<file path="src/rtl/cpu6_trap_ctrl_pkg.sv">
// Shared constants and types for the cpu6 machine-mode trap/return controller.
package cpu6_trap_ctrl_pkg;

   localparam int unsigned CPU6_XLEN = 32;

   localparam logic [11:0] CSR_MSTATUS  = 12'h300;
   localparam logic [11:0] CSR_MTVEC    = 12'h305;
   localparam logic [11:0] CSR_MSCRATCH = 12'h340;
   localparam logic [11:0] CSR_MEPC     = 12'h341;
   localparam logic [11:0] CSR_MCAUSE   = 12'h342;

   localparam int unsigned MCAUSE_ILLEGAL = 2;
   localparam int unsigned MCAUSE_ECALL   = 11;

   localparam int unsigned MSTATUS_MIE_BIT  = 3;
   localparam int unsigned MSTATUS_MPIE_BIT = 7;

   localparam int unsigned DRAIN_CNT_W = 3;

   typedef enum logic [1:0] {
      ST_IDLE  = 2'd0,
      ST_REDIR = 2'd1,
      ST_DRAIN = 2'd2
   } trap_state_e;

   // Qualified, mutually exclusive E-stage actions for one cycle.
   typedef struct packed {
      logic trap;
      logic is_illegal;
      logic mret;
      logic csr_wr;
   } trap_evt_t;

endpackage

</file>
<file path="src/rtl/cpu6_trap_fsm.sv">
// Redirect/flush sequencer: one redirect cycle followed by a counted drain window.
module cpu6_trap_fsm
   import cpu6_trap_ctrl_pkg::*;
#(
   parameter int unsigned FLUSH_CYCLES = 2
) (
   input  logic clk,
   input  logic reset,
   input  logic i_event,
   output logic o_idle_c,
   output logic o_redirect_valid,
   output logic o_flush
);

   trap_state_e              r_state;
   logic [DRAIN_CNT_W-1:0]   r_cnt;

   assign o_idle_c = (r_state == ST_IDLE);

   always_ff @(posedge clk) begin
      if (reset) begin
         r_state          <= ST_IDLE;
         r_cnt            <= '0;
         o_redirect_valid <= 1'b0;
         o_flush          <= 1'b0;
      end else begin
         case (r_state)
            ST_IDLE: begin
               if (i_event) begin
                  r_state          <= ST_REDIR;
                  o_redirect_valid <= 1'b1;
                  o_flush          <= 1'b1;
               end
            end
            ST_REDIR: begin
               r_state          <= ST_DRAIN;
               r_cnt            <= DRAIN_CNT_W'(FLUSH_CYCLES);
               o_redirect_valid <= 1'b0;
               o_flush          <= 1'b1;
            end
            ST_DRAIN: begin
               r_cnt <= r_cnt - DRAIN_CNT_W'(1);
               // Last drain cycle: leave flush low for the first IDLE cycle.
               if (r_cnt == DRAIN_CNT_W'(1)) begin
                  r_state <= ST_IDLE;
                  o_flush <= 1'b0;
               end
            end
            default: begin
               r_state          <= ST_IDLE;
               o_redirect_valid <= 1'b0;
               o_flush          <= 1'b0;
            end
         endcase
      end
   end

endmodule

</file>
<file path="src/rtl/cpu6_trap_ctrl.sv">
// Machine-mode trap/return controller: owns trap CSRs and drives the PC redirect and flush.
module cpu6_trap_ctrl
   import cpu6_trap_ctrl_pkg::*;
#(
   parameter int unsigned       XLEN         = CPU6_XLEN,
   parameter logic [XLEN-1:0]   RESET_MTVEC  = XLEN'(32'h0000_0040),
   parameter int unsigned       FLUSH_CYCLES = 2
) (
   input  logic            clk,
   input  logic            reset,
   input  logic            valid_e,
   input  logic [XLEN-1:0] pc_e,
   input  logic            excp_illinstr_e,
   input  logic            ecall_e,
   input  logic            mret_e,
   input  logic            csr_we_e,
   input  logic [11:0]     csr_addr_e,
   input  logic [XLEN-1:0] csr_wdata_e,
   output logic [XLEN-1:0] csr_rdata,
   output logic            redirect_valid,
   output logic [XLEN-1:0] redirect_pc,
   output logic            flush,
   output logic [XLEN-1:0] mepc,
   output logic [XLEN-1:0] mtvec,
   output logic [XLEN-1:0] mcause,
   output logic            mstatus_mie
);

   logic            r_mie;
   logic            r_mpie;
   logic [XLEN-1:0] r_mtvec;
   logic [XLEN-1:0] r_mscratch;
   logic [XLEN-1:0] r_mepc;
   logic [XLEN-1:0] r_mcause;
   logic [XLEN-1:0] r_redirect_pc;
   logic [XLEN-1:0] w_mstatus;
   logic            w_idle;
   trap_evt_t       w_evt;

   // Only a real instruction in IDLE acts; trap beats mret beats CSR write.
   always_comb begin
      w_evt            = '0;
      w_evt.trap       = valid_e & w_idle & (excp_illinstr_e | ecall_e);
      w_evt.is_illegal = excp_illinstr_e;
      w_evt.mret       = valid_e & w_idle & mret_e & ~w_evt.trap;
      w_evt.csr_wr     = valid_e & w_idle & csr_we_e & ~w_evt.trap & ~mret_e;
   end

   cpu6_trap_fsm #(
      .FLUSH_CYCLES (FLUSH_CYCLES)
   ) u_fsm (
      .clk              (clk),
      .reset            (reset),
      .i_event          (w_evt.trap | w_evt.mret),
      .o_idle_c         (w_idle),
      .o_redirect_valid (redirect_valid),
      .o_flush          (flush)
   );

   always_ff @(posedge clk) begin
      if (reset) begin
         r_mie         <= 1'b0;
         r_mpie        <= 1'b0;
         r_mtvec       <= RESET_MTVEC;
         r_mscratch    <= '0;
         r_mepc        <= '0;
         r_mcause      <= '0;
         r_redirect_pc <= '0;
      end else if (w_evt.trap) begin
         r_mepc        <= pc_e & ~XLEN'(3);
         r_mcause      <= w_evt.is_illegal ? XLEN'(MCAUSE_ILLEGAL) : XLEN'(MCAUSE_ECALL);
         r_mpie        <= r_mie;
         r_mie         <= 1'b0;
         r_redirect_pc <= r_mtvec & ~XLEN'(3);
      end else if (w_evt.mret) begin
         r_redirect_pc <= r_mepc;
         r_mie         <= r_mpie;
         r_mpie        <= 1'b1;
      end else if (w_evt.csr_wr) begin
         case (csr_addr_e)
            CSR_MSTATUS: begin
               r_mie  <= csr_wdata_e[MSTATUS_MIE_BIT];
               r_mpie <= csr_wdata_e[MSTATUS_MPIE_BIT];
            end
            CSR_MTVEC:    r_mtvec    <= csr_wdata_e & ~XLEN'(3);
            CSR_MSCRATCH: r_mscratch <= csr_wdata_e;
            CSR_MEPC:     r_mepc     <= csr_wdata_e & ~XLEN'(3);
            CSR_MCAUSE:   r_mcause   <= csr_wdata_e;
            default: ;
         endcase
      end
   end

   always_comb begin
      w_mstatus                   = '0;
      w_mstatus[MSTATUS_MIE_BIT]  = r_mie;
      w_mstatus[MSTATUS_MPIE_BIT] = r_mpie;
      case (csr_addr_e)
         CSR_MSTATUS:  csr_rdata = w_mstatus;
         CSR_MTVEC:    csr_rdata = r_mtvec;
         CSR_MSCRATCH: csr_rdata = r_mscratch;
         CSR_MEPC:     csr_rdata = r_mepc;
         CSR_MCAUSE:   csr_rdata = r_mcause;
         default:      csr_rdata = '0;
      endcase
   end

   assign redirect_pc = r_redirect_pc;
   assign mepc        = r_mepc;
   assign mtvec       = r_mtvec;
   assign mcause      = r_mcause;
   assign mstatus_mie = r_mie;

endmodule
</file>
<file path="config.mk">
export PLATFORM = sky130hd
export DESIGN_NAME = cpu6_trap_ctrl
export DESIGN_NICKNAME = d
export VERILOG_FILES = /design/src/rtl/cpu6_trap_ctrl_pkg.sv /design/src/rtl/cpu6_trap_fsm.sv /design/src/rtl/cpu6_trap_ctrl.sv
export SDC_FILE = /design/constraint.sdc
export NUM_CORES = 1
export LEC_CHECK = 0
export CAP_MARGIN = 20
export CELL_PAD_IN_SITES_DETAIL_PLACEMENT = 1
export CELL_PAD_IN_SITES_GLOBAL_PLACEMENT = 2
export CORE_MARGIN = 2
export CORE_UTILIZATION = 24
export CTS_BUF_LIST = sky130_fd_sc_hd__clkbuf_8
export DETAILED_ROUTE_END_ITERATION = 6
export GPL_TIMING_DRIVEN = 0
export PLACE_DENSITY_LB_ADDON = 0.1
export SKIP_CTS_REPAIR_TIMING = 1
export SLEW_MARGIN = 40
export SYNTH_ARGS = -nofsm -noshare
export SYNTH_HDL_FRONTEND = slang
export SYNTH_SLANG_ARGS = --single-unit
</file>
<file path="constraint.sdc">
create_clock -name clk -period 2 [get_ports clk]
set_input_delay 0.2 -clock clk [delete_from_list [all_inputs] [get_ports clk]]
set_output_delay 0.2 -clock clk [all_outputs]
set_load 0.05 [all_outputs]
</file>
# Word level (Yosys, flattened, before mapping)
# Index checks and enable logic that the tools add are counted.
[totals] output_inout_bits=163 elab_cells=82 reg_bits=163 in_bits=83
[op_classes] bitwise_logic=13 addsub=1 reduce_logical=19 eq_ne=11 mux=27
[ops] cell="2-to-1 mux 32 bit" n=10
[ops] cell="one-hot mux 32 bit (5 select lines)" n=1
[ops] cell="== test 12 x 10 -> 1 bit (second input constant)" n=5
[ops] cell="nonzero test 2 bit" n=7
[ops] cell="2-to-1 mux 1 bit" n=9
[ops] cell="AND reduction 2 bit" n=4
[ops] cell="AND reduction 4 bit" n=2
[ops] cell="bitwise AND 1 bit" n=7
[ops] cell="inequality test 2 x 1 -> 1 bit (second input constant)" n=3
[ops] cell="one-hot mux 2 bit (3 select lines)" n=1
[ops] cell="one-hot mux 3 bit (2 select lines)" n=1
[ops] cell="AND reduction 3 bit" n=2
[ops] cell="nonzero test 3 bit" n=2
[ops] cell="2-to-1 mux 2 bit" n=2
[ops] cell="2-to-1 mux 4 bit" n=1
[ops] cell="NOT 1 bit" n=4
[ops] cell="== test 3 x 1 -> 1 bit (second input constant)" n=1
[ops] cell="one-hot mux 1 bit (3 select lines)" n=1
[ops] cell="subtractor 3 x 1 -> 3 bit (second input constant)" n=1
[ops] cell="== test 2 x 1 -> 1 bit (second input constant)" n=1
[ops] cell="== test 2 bit (second input constant)" n=1
[ops] cell="zero test 2 bit" n=1
[ops] cell="bitwise OR 1 bit" n=2
[ops] cell="one-hot mux 1 bit (2 select lines)" n=1
[ops] cell="OR reduction 2 bit" n=1

# Depth between registers and ports, before layout
[logic_depth] word_depth=9 depth_mapped=8 ltp_nobuf=6

# Cells and area by module
# Synthesis repeated with hierarchy kept, for this count alone.
[unflattened] cells_unflattened=924 hier_area_um2=7709.9
[modules_own_cells] mod="cpu6_trap_ctrl" cells_each=881 area_each_um2=7317.0 instances=1 seq_area_each_um2=3123.0
[modules_own_cells] mod="cpu6_trap_fsm" cells_each=43 area_each_um2=392.9 instances=1 seq_area_each_um2=140.1

# Worst setup path before layout
# Ideal clock, no wire load.
[synth_timing] kind="input port to output port" from="input port csr_addr_e[0]" to="output port csr_rdata[3]" arrival_time_ns=2.038 path_buffers=1 slack_ns=-0.238 required_ns=1.800 cell_stages=4 cell_sequence="nor4b_1 -> clkbuf_1 -> a22oi_1 -> o221ai_1"
[synth_between] elab_chain_len=2 elab_cells_between_ends=6 cone_classes="eq/ne (5); mux (1)"
[synth_lines] item="start: declaration" line_no="cpu6_trap_ctrl.sv:17" rtl="input logic [11:0] csr_addr_e,"
[synth_lines] item="== test 12 x 10 -> 1 bit" line_no="cpu6_trap_ctrl.sv:98" rtl="case (csr_addr_e)"
[synth_lines] item="one-hot mux 32 bit (5 select lines) *" line_no="cpu6_trap_ctrl.sv:98"
[synth_lines] item="end: declaration" line_no="cpu6_trap_ctrl.sv:19" rtl="output logic [XLEN-1:0] csr_rdata,"
# Mark *: on every way between the ends. The rest lies on a longest branch, timed or not.

# Worst setup path in the final report
[layout_timing] from="input port csr_addr_e[5]" to="output port csr_rdata[27]"
# The elaborated chain is that of the path after synthesis.

==> results_dict.tcl <==
set metrics [dict create \
    layout_min_cycle_time_ns 1.97 \
    ys_seq_area_frac 0.437 \
    crit_slowest_cell "and3_4" \
    antenna_found_initial 0 \
    grt-ovfl-total 0 \
    slowest_delay_ns 0.31 \
    synth_mux_area_frac 0.00268 \
    finalWirelength_mm 42.9 \
    grt_pass1_vias 8867 \
    core-area_sq_mm 0.0306 \
    grt_pass1_wl_mm 61.6 \
    cts_buffer_depth 2 \
    slew_viol_final 0 \
    status "complete, no violations" \
    wl_per_cell_microns 26.7 \
    drtAntennaViolNets 0 \
    synth-xor-area-share 0 \
    worstPathArrival_ns 1.77 \
    yosys.area.top_type "dfxtp_1" \
    vias_per_cell 5.61 \
    io_pins 246 \
    multiInputGateArea_sq_mm 0.00405 \
    num_rows 64 \
    r2r_cells 9 \
    crit_fanout 10 \
    first_iter_violations 807 \
    cts-root-buf "clkbuf_8" \
    synthTopCellsByArea "dfxtp_1, nand3_1, o21ai_0" \
    synthDistinctLibCells 44 \
    path_class "in2out" \
    fin_nets 1287 \
    cts_sinks 163 \
    rsz0062_at_grt "true" \
    period_share 0.986 \
    hold_class "in2reg" \
    drc 0 \
    post-dp-hpwl_mm 30.4 \
    p_leak_nw 4.19 \
    finalInstanceArea_sq_mm 0.0116 \
    finalHoldViolations 0 \
    synthSimpleGateAreaFrac 0.173 \
    tightest_slew_ns 0.857 \
    yosysTopAreaCellShare 0.437 \
    synth_top_family_by_area "compound AO/OA/AOI/OAI gates" \
    synthAdderAreaFrac 0.0117 \
    ys_warn_count 0 \
    first_pass_iters 7 \
    cts.clk_slew.worst_paths_ns 0.09 \
    place_congestion 0.825 \
    worst-endpoint-required_ns 1.80 \
    max_freq_mhz 507 \
    nFillCells 3607 \
    ys.flop_type "dfxtp_1" \
    dp_slack_ns -2.19 \
    ys_async_sr_fraction 0 \
    syn_area_sq_mm 0.00747 \
    area_growth_pct 54.7 \
    setup_viol 0 \
    cts_made_buffers 17 \
    die_h_microns 180 \
    cap_viol_max_count 0 \
    grt_max_degree 17 \
    start_util 0.244 \
    synth-edff-count 0 \
    whs_path_depth 3 \
    synth-compound-area-share 0.311 \
    met1_usage 0.346 \
    finalWorstSetupSlack_ns 0.0277 \
    cts_max_level 4 \
    grt.busiest_layer "met2" \
    met2_usage 0.418 \
    final_cell_mix "clkdlybuf4s50_1, dfxtp_1, nand3_1, o21ai_0, nor2_1" \
    met3_usage 0.0424 \
    peakVddDrop_mv 0.402 \
    dpl_cell_area_sq_mm 0.0104 \
    p_per_area_mw_per_mm2 779 \
    io_buffers 236 \
    regArea_sq_mm 0.00327 \
    cpMostUsedCell "buf_4" \
    cts_tree "built" \
    final_common_cell "clkdlybuf4s50_1" \
    via_count 9001 \
    netlist_instances 913 \
    synth-seq-cells 163 \
    diodes 0 \
    crit_path_start_kind "input port" \
    max_slew_margin 0.429 \
    grt_use_total 0.253 \
    crit_path_end_kind "output pin" \
    final.setup_skew_ns 0.0140 \
    crit_path_cell_trace "dlymetal6s2s_1 > nor4b_4 > buf_6 > buf_4 > and3_4 > buf_12 > a221o_2 > buf_4" \
    postSynthAreaPerCell_sq_um 8.18 \
    die_area_sq_mm 0.0326 \
    clock_latency_ns 0.48 \
    drive_gt1_frac 0.197 \
    die_w_microns 180 \
]
synthesized netlist by cell type, types with 7 or more instances:
cell      instances
dfxtp_1         163
nand3_1         126
o21ai_0         123
nor2_1          101
a21oi_1          95
clkbuf_1         89
a22oi_1          33
a311oi_1         31
a222oi_1         30
a221o_1          28
buf_2            10
buf_4             7
ha_1              7
nand2_1           7
path summary, 6_finish.rpt:
check	start	to	slack, ns
worst max-delay path	csr_addr_e[5]	csr_rdata[27]	0.03
worst min register to register	r_mscratch[0]$_SDFFE_PP0P_	r_mscratch[0]$_SDFFE_PP0P_	0.49
worst min-delay path	pc_e[20]	mepc[20]$_SDFFE_PP0P_	0.31
worst max register to register	u_fsm.r_state[0]$_SDFFE_PP0P_	mepc[12]$_SDFFE_PP0P_	0.03
flip-flops by register name, indices dropped and copies added (netlist names):
signal,flops
mcause,32
mepc,30
mstatus_mie,1
mtvec,30
r_mpie,1
r_mscratch,32
redirect_pc,30
u_fsm.o_flush,1
u_fsm.o_redirect_valid,1
u_fsm.r_cnt,3
u_fsm.r_state,2
power breakdown:
group | total (mW) | switching (mW) | internal [mW]
Sequential | 3.70 | 0.239 | 3.46
Combinational | 2.77 | 1.83 | 0.946
Clock | 2.53 | 1.50 | 1.03
Total | 9.00 | 3.56 | 5.44
critical path: cells and delay by family:
kind | cells | cell delay [ns]
AOI/OAI and AO/OA | 1 | 0.16
and+or+nand+nor | 2 | 0.55
buffers and inverters | 5 | 0.85
per-stage QoR:
stage	util	hold slack, ns	TNS, ns	power, mW	cells
final	0.378	0.314	0	9.00	1605
after global routing	0.378	0.310	-0.937	9.38	1605
after CTS	0.353	0.295	-181.46	8.76	1581
after detailed placement	0.340	0.471	-198.14	6.25	1550
after global placement	0.340	0.462	-196.20	6.23	1550
after floorplan	-	0.313	0	5.12	918
layout make-up:
cell class | instances | share of cell area
well taps | 396 | 0.0429
repair buffers | 263 | 0.229
clock inverters | 14 | 0.0127
plain buffers | 106 | 0.0594
inverters | 6 | 0.00238
clock buffers | 17 | 0.0202
multi-input cells | 640 | 0.351
flip-flops and latches | 163 | 0.283
logic make-up after synthesis:
kind of cell	count (synthesis)
compound gates	358
other cells	1
mux	2
fa+ha+maj	7
buf+inv	116
simple gates	266
flops	163
per-layer routing:
| layer | up-vias | share of wire |
|---|---|---|
| li1 | 4030 | - |
| met1 | 4555 | 0.46 |
| met2 | 379 | 0.47 |
| met3 | 37 | 0.062 |
| met4 | 0 | 0.015 |
| met5 | - | 0 |
Note: power is estimated with default switching activity, not from simulation.
